### config.mk
export PLATFORM = sky130hd
export DESIGN_NAME = adder_initiator_flat
export DESIGN_NICKNAME = d
export VERILOG_FILES = /design/src/rtl/adder_init_pkg.sv /design/src/rtl/adder_init_if.sv /design/src/rtl/adder_init_opgen.sv /design/src/rtl/adder_initiator.sv /design/src/flat_wrapper.sv
export SDC_FILE = /design/constraint.sdc
export NUM_CORES = 1
export LEC_CHECK = 0
export ABC_AREA = 1
export CAP_MARGIN = 0
export CORE_MARGIN = 2
export CORE_UTILIZATION = 57
export CTS_BUF_LIST = sky130_fd_sc_hd__clkbuf_8
export CTS_CLUSTER_SIZE = 25
export DETAILED_ROUTE_END_ITERATION = 6
export PLACE_DENSITY_LB_ADDON = 0.3
export SETUP_SLACK_MARGIN = 0.15
export SKIP_CTS_REPAIR_TIMING = 1
export SLEW_MARGIN = 25
export SYNTH_ARGS = -nofsm -noshare
export SYNTH_HDL_FRONTEND = slang
export SYNTH_HIERARCHICAL = 1
export SYNTH_SLANG_ARGS = --single-unit
### constraint.sdc
create_clock -name clk -period 4.87 [get_ports clk]
set_clock_uncertainty 0.15 [all_clocks]
set_input_delay 0.7305 -clock clk [delete_from_list [all_inputs] [get_ports clk]]
set_output_delay 0.7305 -clock clk [all_outputs]
set_load 0.01 [all_outputs]
### src/rtl/adder_init_pkg.sv
// Shared types and constants for the adder traffic initiator.
package adder_init_pkg;
  typedef enum logic [1:0] {IDLE, ISSUE, WAIT_RSP, FINISH} state_t;

  // Per-transaction operand steps: op_a += A_STEP, op_b -= B_STEP.
  localparam int A_STEP = 1;
  localparam int B_STEP = 3;
endpackage

### src/rtl/adder_init_if.sv
// Operand/result handshake bundle between the initiator (master) and the adder (slave).
interface adder_init_if #(parameter int WIDTH = 8) ();
  logic             req_val;
  logic             req_rdy;
  logic [WIDTH-1:0] op_a;
  logic [WIDTH-1:0] op_b;
  logic             rsp_val;
  logic             rsp_rdy;
  logic [WIDTH:0]   rsp_sum;

  modport master (
    output req_val, op_a, op_b, rsp_rdy,
    input  req_rdy, rsp_val, rsp_sum
  );

  modport slave (
    input  req_val, op_a, op_b, rsp_rdy,
    output req_rdy, rsp_val, rsp_sum
  );
endinterface

### src/rtl/adder_init_opgen.sv
// Operand generator: loads op_a=seed / op_b=~seed, then steps once per accepted result.
module adder_init_opgen
  import adder_init_pkg::*;
#(
  parameter int WIDTH = 8
) (
  input  logic             clk,
  input  logic             rst,
  input  logic             load,
  input  logic             step,
  input  logic [WIDTH-1:0] seed,
  output logic [WIDTH-1:0] op_a,
  output logic [WIDTH-1:0] op_b
);

  always_ff @(posedge clk) begin
    if (rst) begin
      op_a <= '0;
      op_b <= '0;
    end else if (load) begin
      op_a <= seed;
      op_b <= ~seed;
    end else if (step) begin
      op_a <= op_a + WIDTH'(A_STEP);
      op_b <= op_b - WIDTH'(B_STEP);
    end
  end

endmodule

### src/rtl/adder_initiator.sv
// Adder traffic source and self-checker. Optional handshake watchdog under
// ADDER_INIT_TIMEOUT_EN; without it the initiator waits indefinitely.
module adder_initiator
  import adder_init_pkg::*;
#(
  parameter int WIDTH = 8,
  parameter int CNT_W = 8
`ifdef ADDER_INIT_TIMEOUT_EN
  , parameter int TIMEOUT = 16
`endif
) (
  input  logic             clk,
  input  logic             rst,
  input  logic             start,
  input  logic [CNT_W-1:0] num_txn,
  input  logic [WIDTH-1:0] seed,
  adder_init_if.master     bus,
  output logic             busy,
  output logic             done,
  output logic [CNT_W-1:0] txn_count,
  output logic [CNT_W-1:0] err_count,
  output logic             timeout
);

  state_t           state, state_nxt;
  logic [CNT_W-1:0] num_lat;
  logic [WIDTH:0]   expected;
  logic [WIDTH-1:0] op_a, op_b;
  logic             req_val, rsp_rdy;
  logic             zero_done;
  logic             start_acc, run_go, req_fire, rsp_fire, last_rsp, wd_fire;

  assign start_acc = (state == IDLE) && start;
  assign run_go    = start_acc && (num_txn != '0);
  assign req_fire  = req_val && bus.req_rdy;
  assign rsp_fire  = rsp_rdy && bus.rsp_val;
  assign last_rsp  = (txn_count + CNT_W'(1)) == num_lat;

  assign bus.req_val = req_val;
  assign bus.rsp_rdy = rsp_rdy;
  assign bus.op_a    = op_a;
  assign bus.op_b    = op_b;

  // num_txn==0 is answered with a bare done pulse without leaving IDLE.
  assign done = (state == FINISH) || zero_done;

  adder_init_opgen #(.WIDTH(WIDTH)) u_opgen (
    .clk  (clk),
    .rst  (rst),
    .load (run_go),
    .step (rsp_fire),
    .seed (seed),
    .op_a (op_a),
    .op_b (op_b)
  );

  always_ff @(posedge clk) begin
    if (rst) state <= IDLE;
    else     state <= state_nxt;
  end

  // Handshake outputs depend on state only; req_rdy/rsp_val only steer next state.
  always_comb begin
    state_nxt = state;
    req_val   = 1'b0;
    rsp_rdy   = 1'b0;
    busy      = 1'b1;
    case (state)
      IDLE: begin
        busy = 1'b0;
        if (run_go) state_nxt = ISSUE;
      end
      ISSUE: begin
        req_val = 1'b1;
        if (bus.req_rdy)  state_nxt = WAIT_RSP;
        else if (wd_fire) state_nxt = FINISH;
      end
      WAIT_RSP: begin
        rsp_rdy = 1'b1;
        if (bus.rsp_val)  state_nxt = last_rsp ? FINISH : ISSUE;
        else if (wd_fire) state_nxt = FINISH;
      end
      FINISH:  state_nxt = IDLE;
      default: state_nxt = IDLE;
    endcase
  end

  always_ff @(posedge clk) begin
    if (rst) begin
      num_lat   <= '0;
      expected  <= '0;
      txn_count <= '0;
      err_count <= '0;
      zero_done <= 1'b0;
    end else begin
      zero_done <= start_acc && (num_txn == '0);
      if (start_acc) begin
        txn_count <= '0;
        err_count <= '0;
      end
      if (run_go) num_lat <= num_txn;
      if (req_fire) expected <= {1'b0, op_a} + {1'b0, op_b};
      if (rsp_fire) begin
        txn_count <= txn_count + CNT_W'(1);
        if (bus.rsp_sum != expected) err_count <= err_count + CNT_W'(1);
      end
    end
  end

`ifdef ADDER_INIT_TIMEOUT_EN
  localparam int WD_W = $clog2(TIMEOUT + 1);
  logic [WD_W-1:0] wd_cnt;
  logic            timeout_q;

  assign wd_fire = ((state == ISSUE) || (state == WAIT_RSP)) &&
                   (wd_cnt == WD_W'(TIMEOUT - 1));
  assign timeout = timeout_q;

  // Restart on every state change so each handshake gets a full TIMEOUT window.
  always_ff @(posedge clk) begin
    if (rst) begin
      wd_cnt    <= '0;
      timeout_q <= 1'b0;
    end else begin
      if (state_nxt != state)                  wd_cnt <= '0;
      else if (wd_cnt != WD_W'(TIMEOUT - 1))   wd_cnt <= wd_cnt + WD_W'(1);
      if (start_acc)                            timeout_q <= 1'b0;
      else if (wd_fire && !req_fire && !rsp_fire) timeout_q <= 1'b1;
    end
  end
`else
  assign wd_fire = 1'b0;
  assign timeout = 1'b0;
`endif

endmodule

### src/flat_wrapper.sv
// flat-port wrapper written by rule: the top's interface ports become plain ports
module adder_initiator_flat import adder_init_pkg::*;
#(
  parameter int WIDTH = 8,
  parameter int CNT_W = 8

)
  (clk, rst, start, num_txn, seed, busy, done, txn_count, err_count, timeout, bus_req_val, bus_op_a, bus_op_b, bus_rsp_rdy, bus_req_rdy, bus_rsp_val, bus_rsp_sum);
  adder_init_if #(.WIDTH(WIDTH)) bus_i ();
  input  logic clk;
  input  logic rst;
  input  logic start;
  input  logic [CNT_W-1:0] num_txn;
  input  logic [WIDTH-1:0] seed;
  output logic busy;
  output logic done;
  output logic [CNT_W-1:0] txn_count;
  output logic [CNT_W-1:0] err_count;
  output logic timeout;
  output wire logic [$bits(bus_i.req_val)-1:0] bus_req_val;
  output wire logic [$bits(bus_i.op_a)-1:0] bus_op_a;
  output wire logic [$bits(bus_i.op_b)-1:0] bus_op_b;
  output wire logic [$bits(bus_i.rsp_rdy)-1:0] bus_rsp_rdy;
  input wire logic [$bits(bus_i.req_rdy)-1:0] bus_req_rdy;
  input wire logic [$bits(bus_i.rsp_val)-1:0] bus_rsp_val;
  input wire logic [$bits(bus_i.rsp_sum)-1:0] bus_rsp_sum;
  assign bus_req_val = bus_i.req_val;
  assign bus_op_a = bus_i.op_a;
  assign bus_op_b = bus_i.op_b;
  assign bus_rsp_rdy = bus_i.rsp_rdy;
  assign bus_i.req_rdy = bus_req_rdy;
  assign bus_i.rsp_val = bus_rsp_val;
  assign bus_i.rsp_sum = bus_rsp_sum;
  adder_initiator #(.WIDTH(WIDTH), .CNT_W(CNT_W)) u_core (.clk(clk), .rst(rst), .start(start), .num_txn(num_txn), .seed(seed), .bus(bus_i), .busy(busy), .done(done), .txn_count(txn_count), .err_count(err_count), .timeout(timeout));
endmodule
==> results by group <==
STA
  – Min Tclk post-route: 3.01 ns
  – RSZ-0062 raised after global routing: no
  – Number of setup violations in the final report: 0
  – Fin. max-slew vios: 0
  – Final hold violations: 0
  – Worst-Margin Slew: 0.660 ns
  – Period utilization: 61.9%
  – TNS Setup: 0 ns
  – Slew headroom: 55.8%
  – Fmax: 332 MHz

Clock tree
  – CTS tree: done
  – CTS clock-pin slew for the worst setup and hold paths: 0.09 ns
  – Root buffer cell: clkbuf_8
  – Clock buffer depth: 2
  – Clock Sinks: 52
  – H-Tree Depth: 2
  – Worst-Skew Late Latency: 0.30 ns
  – Cts bufs inserted: 5

Layout
  – Area grow syn2layout: 23.9%
  – Antenna cells: 0
  – Design Area, Final: 4040 um^2
  – Commonest non-fill, non-tap cell in the layout: nand2_1
  – Most frequent cells in the layout: 130 x nand2_1, 65 x clkdlybuf4s50_1, 61 x inv_1
  – Share of cells above drive strength 1: 6.60%
  – Fin nets: 603

Global routing
  – Grt total ovfl: 0
  – Initial antenna violation count: 0
  – GR Util All Layers: 27.6%
  – First-pass GRT wire length: 14200 um
  – Vias in the first global route: 3279
  – Largest net degree at the start of global routing: 30

Route
  – M1 wire length: 3470 um
  – Initial DRC count: 282
  – DR WL/cell: 13.3 um
  – DRC: 0
  – Detailed Route WL: 8420 um
  – Top Metal Used: met4
  – Met3 WL: 517 um
  – Vias per cell: 5.45
  – DRT Pass-1 Iters: 5
  – DR vias: 3449
  – Met2 wire length: 4260 um
  – Routed Antenna Nets: 0

Placement
  – Placed Area: 3950 um^2
  – Post-DP HPWL: 6270 um
  – Port bufs: 65
  – GPL Wtd Cong: 0.936

Die
  – Die H: 79.6 um
  – # rows: 27
  – Die area: 6340 um^2
  – I/O pin cnt: 67
  – Initial core utilization: 59.2%
  – Die width: 79.6 um
  – Core area: 5510 um^2

Worst setup path
  – Crit path kind: in2reg
  – CP arrival: 3.08 ns
  – CP max FO: 16
  – Slowest stage cell, crit path: nor2_2
  – Crit-path cells: clkdlybuf4s50_1 > nor2_1 > nand3_1 > o21ai_2 > inv_1 > nor2_2 > inv_2 > nor2_1 > nor3_1 > nand2_1 > inv_1
  – CP Launch Type: input pin
  – Largest stage delay, worst path: 0.49 ns
  – CP Buf/Inv Count: 4
  – Delay-heaviest family, CP: simple AND/OR/NAND/NOR gates
  – Worst setup EP type: flop
  – Required time worst endpoint: 4.94 ns

Yosys
  – Netlist cell types: 42
  – Mean area per synthesized cell: 6.56 um^2
  – Synth Warn #: 6
  – Synthesized Nets: 540
  – Mapped Cells: 497
  – Register bit total from synthesis: 52
  – Sequential cell area fraction in the yosys report: 31.9%
  – Syn Std Cell Area: 3260 um^2

Power and ir drop
  – Sw Ratio: 42.4%
  – Worst VDD drop: 0.255 mV
  – LEAKAGE: 1.74 nW
  – Pwr dens: 402 nW/um^2
  – Clock power share: 15.4%
  – Sw Pwr: 689 uW
  – P_int: 937 uW
  – Gate power share: 46.7%
  – Seq pwr share: 37.8%
  – Tot Pwr: 1.63 mW

Run status
  – Status: finished, final reports clean

Flow run
  – Max-cap violation count: 0

Min path
  – Min-Delay Path Class: reg2reg
## kinds of logic (layout without fill, tap and decap cells)
group / after synthesis / in the layout / share of synthesized area, %
AOI/OAI and AO/OA: 81 / 81 / 14.6
adders and majority gates: 13 / 13 / 5.22
xor gates and xnor gates: 16 / 16 / 4.30
buffers and inverters: 77 / 141 / 9.55
DFF: 52 / 52 / 31.9
other: 1 / 1 / 0.115
and+or+nand+nor: 257 / 257 / 34.3
## area by class of cell
class                   count  area, um^2
repair buffers             66         658
clock buffers               6        82.6
multi-input cells         368        1910
fillers                   454        1460
well taps                  72        90.1
clock inverters             2        7.51
inverters                  67         254
flip-flops and latches     52        1040
## state kept, by name (all words and copies together) (netlist names)
| register | count |
|---|---|
| u_core/expected | 9 |
| u_core/err_count | 8 |
| u_core/num_lat | 8 |
| u_core/txn_count | 8 |
| u_core/u_opgen/op_a | 8 |
| u_core/u_opgen/op_b | 8 |
| u_core/state | 2 |
| u_core/zero_done | 1 |
## tightest hold or removal path: stages, from the launching register on
cell and delay, ns:
dfxtp_1 0.33, nand2_1 0.06, a21oi_1 0.05
## stage by stage
step / util (%) / hold WS (ns) / instances / setup WS [ns]
2_1_floorplan: - / 0.292 / 497 / 2.84
3_3_place_gp: 71.8 / 0.312 / 625 / 1.70
3_5_place_dp: 71.8 / 0.313 / 625 / 1.65
4_1_cts: 73.4 / 0.327 / 633 / 1.94
5_1_grt: 73.4 / 0.354 / 633 / 1.65
6_report: 73.4 / 0.325 / 633 / 1.86
## cells in the mapped netlist (all sizes together)
cell	number	area, um^2
a211oi	2	25.0
dfxtp	52	1040
nor2	59	244
o21a	1	7.51
nand4	4	25.0
o21bai	7	52.6
nand3b	2	15.0
nand2	134	518
a21boi	1	7.51
nor3	6	30.0
and2	1	6.26
a21o	1	7.51
fa	1	20.0
o22ai	1	6.26
o211ai	2	15.0
o21ai	21	109
inv	67	254
conb	1	3.75
xor2	7	61.3
or2	3	18.8
clkbuf	5	18.8
xnor2	9	78.8
nor4	1	12.5
buf	5	38.8
nand3	47	250
ha	12	150
a21oi	40	208
a31oi	5	37.5
## worst paths after layout
| check | startpoint | endpoint | slack [ns] | depth (start not counted) |
|---|---|---|---|---|
| max | num_txn[1] | u_core/u_opgen/op_b[6] | 1.86 | 11 |
| min | u_core/err_count[7] | u_core/err_count[7] | 0.32 | 2 |
| max reg2reg | u_core/state[1] | u_core/u_opgen/op_b[6] | 2.57 | 11 |
| min reg2reg | u_core/err_count[7] | u_core/err_count[7] | 0.32 | 2 |
## routing by layer
metal	vias up	global-route usage, %
met5	-	0
met4	0	7.59
met3	19	4.64
met2	134	50.6
met1	1579	33.0
li1	1717	-
## power by group through the flow
stage / Sequential [mW] / Clock [mW] / Combinational (mW)
3_3_place_gp: 0.620 / 0 / 0.721
6_report: 0.615 / 0.251 / 0.759
4_1_cts: 0.614 / 0.255 / 0.753
2_1_floorplan: 0.611 / 0 / 0.503
3_5_place_dp: 0.622 / 0 / 0.745
5_1_grt: 0.627 / 0.276 / 0.851
Note: power is estimated with default switching activity, not from simulation.
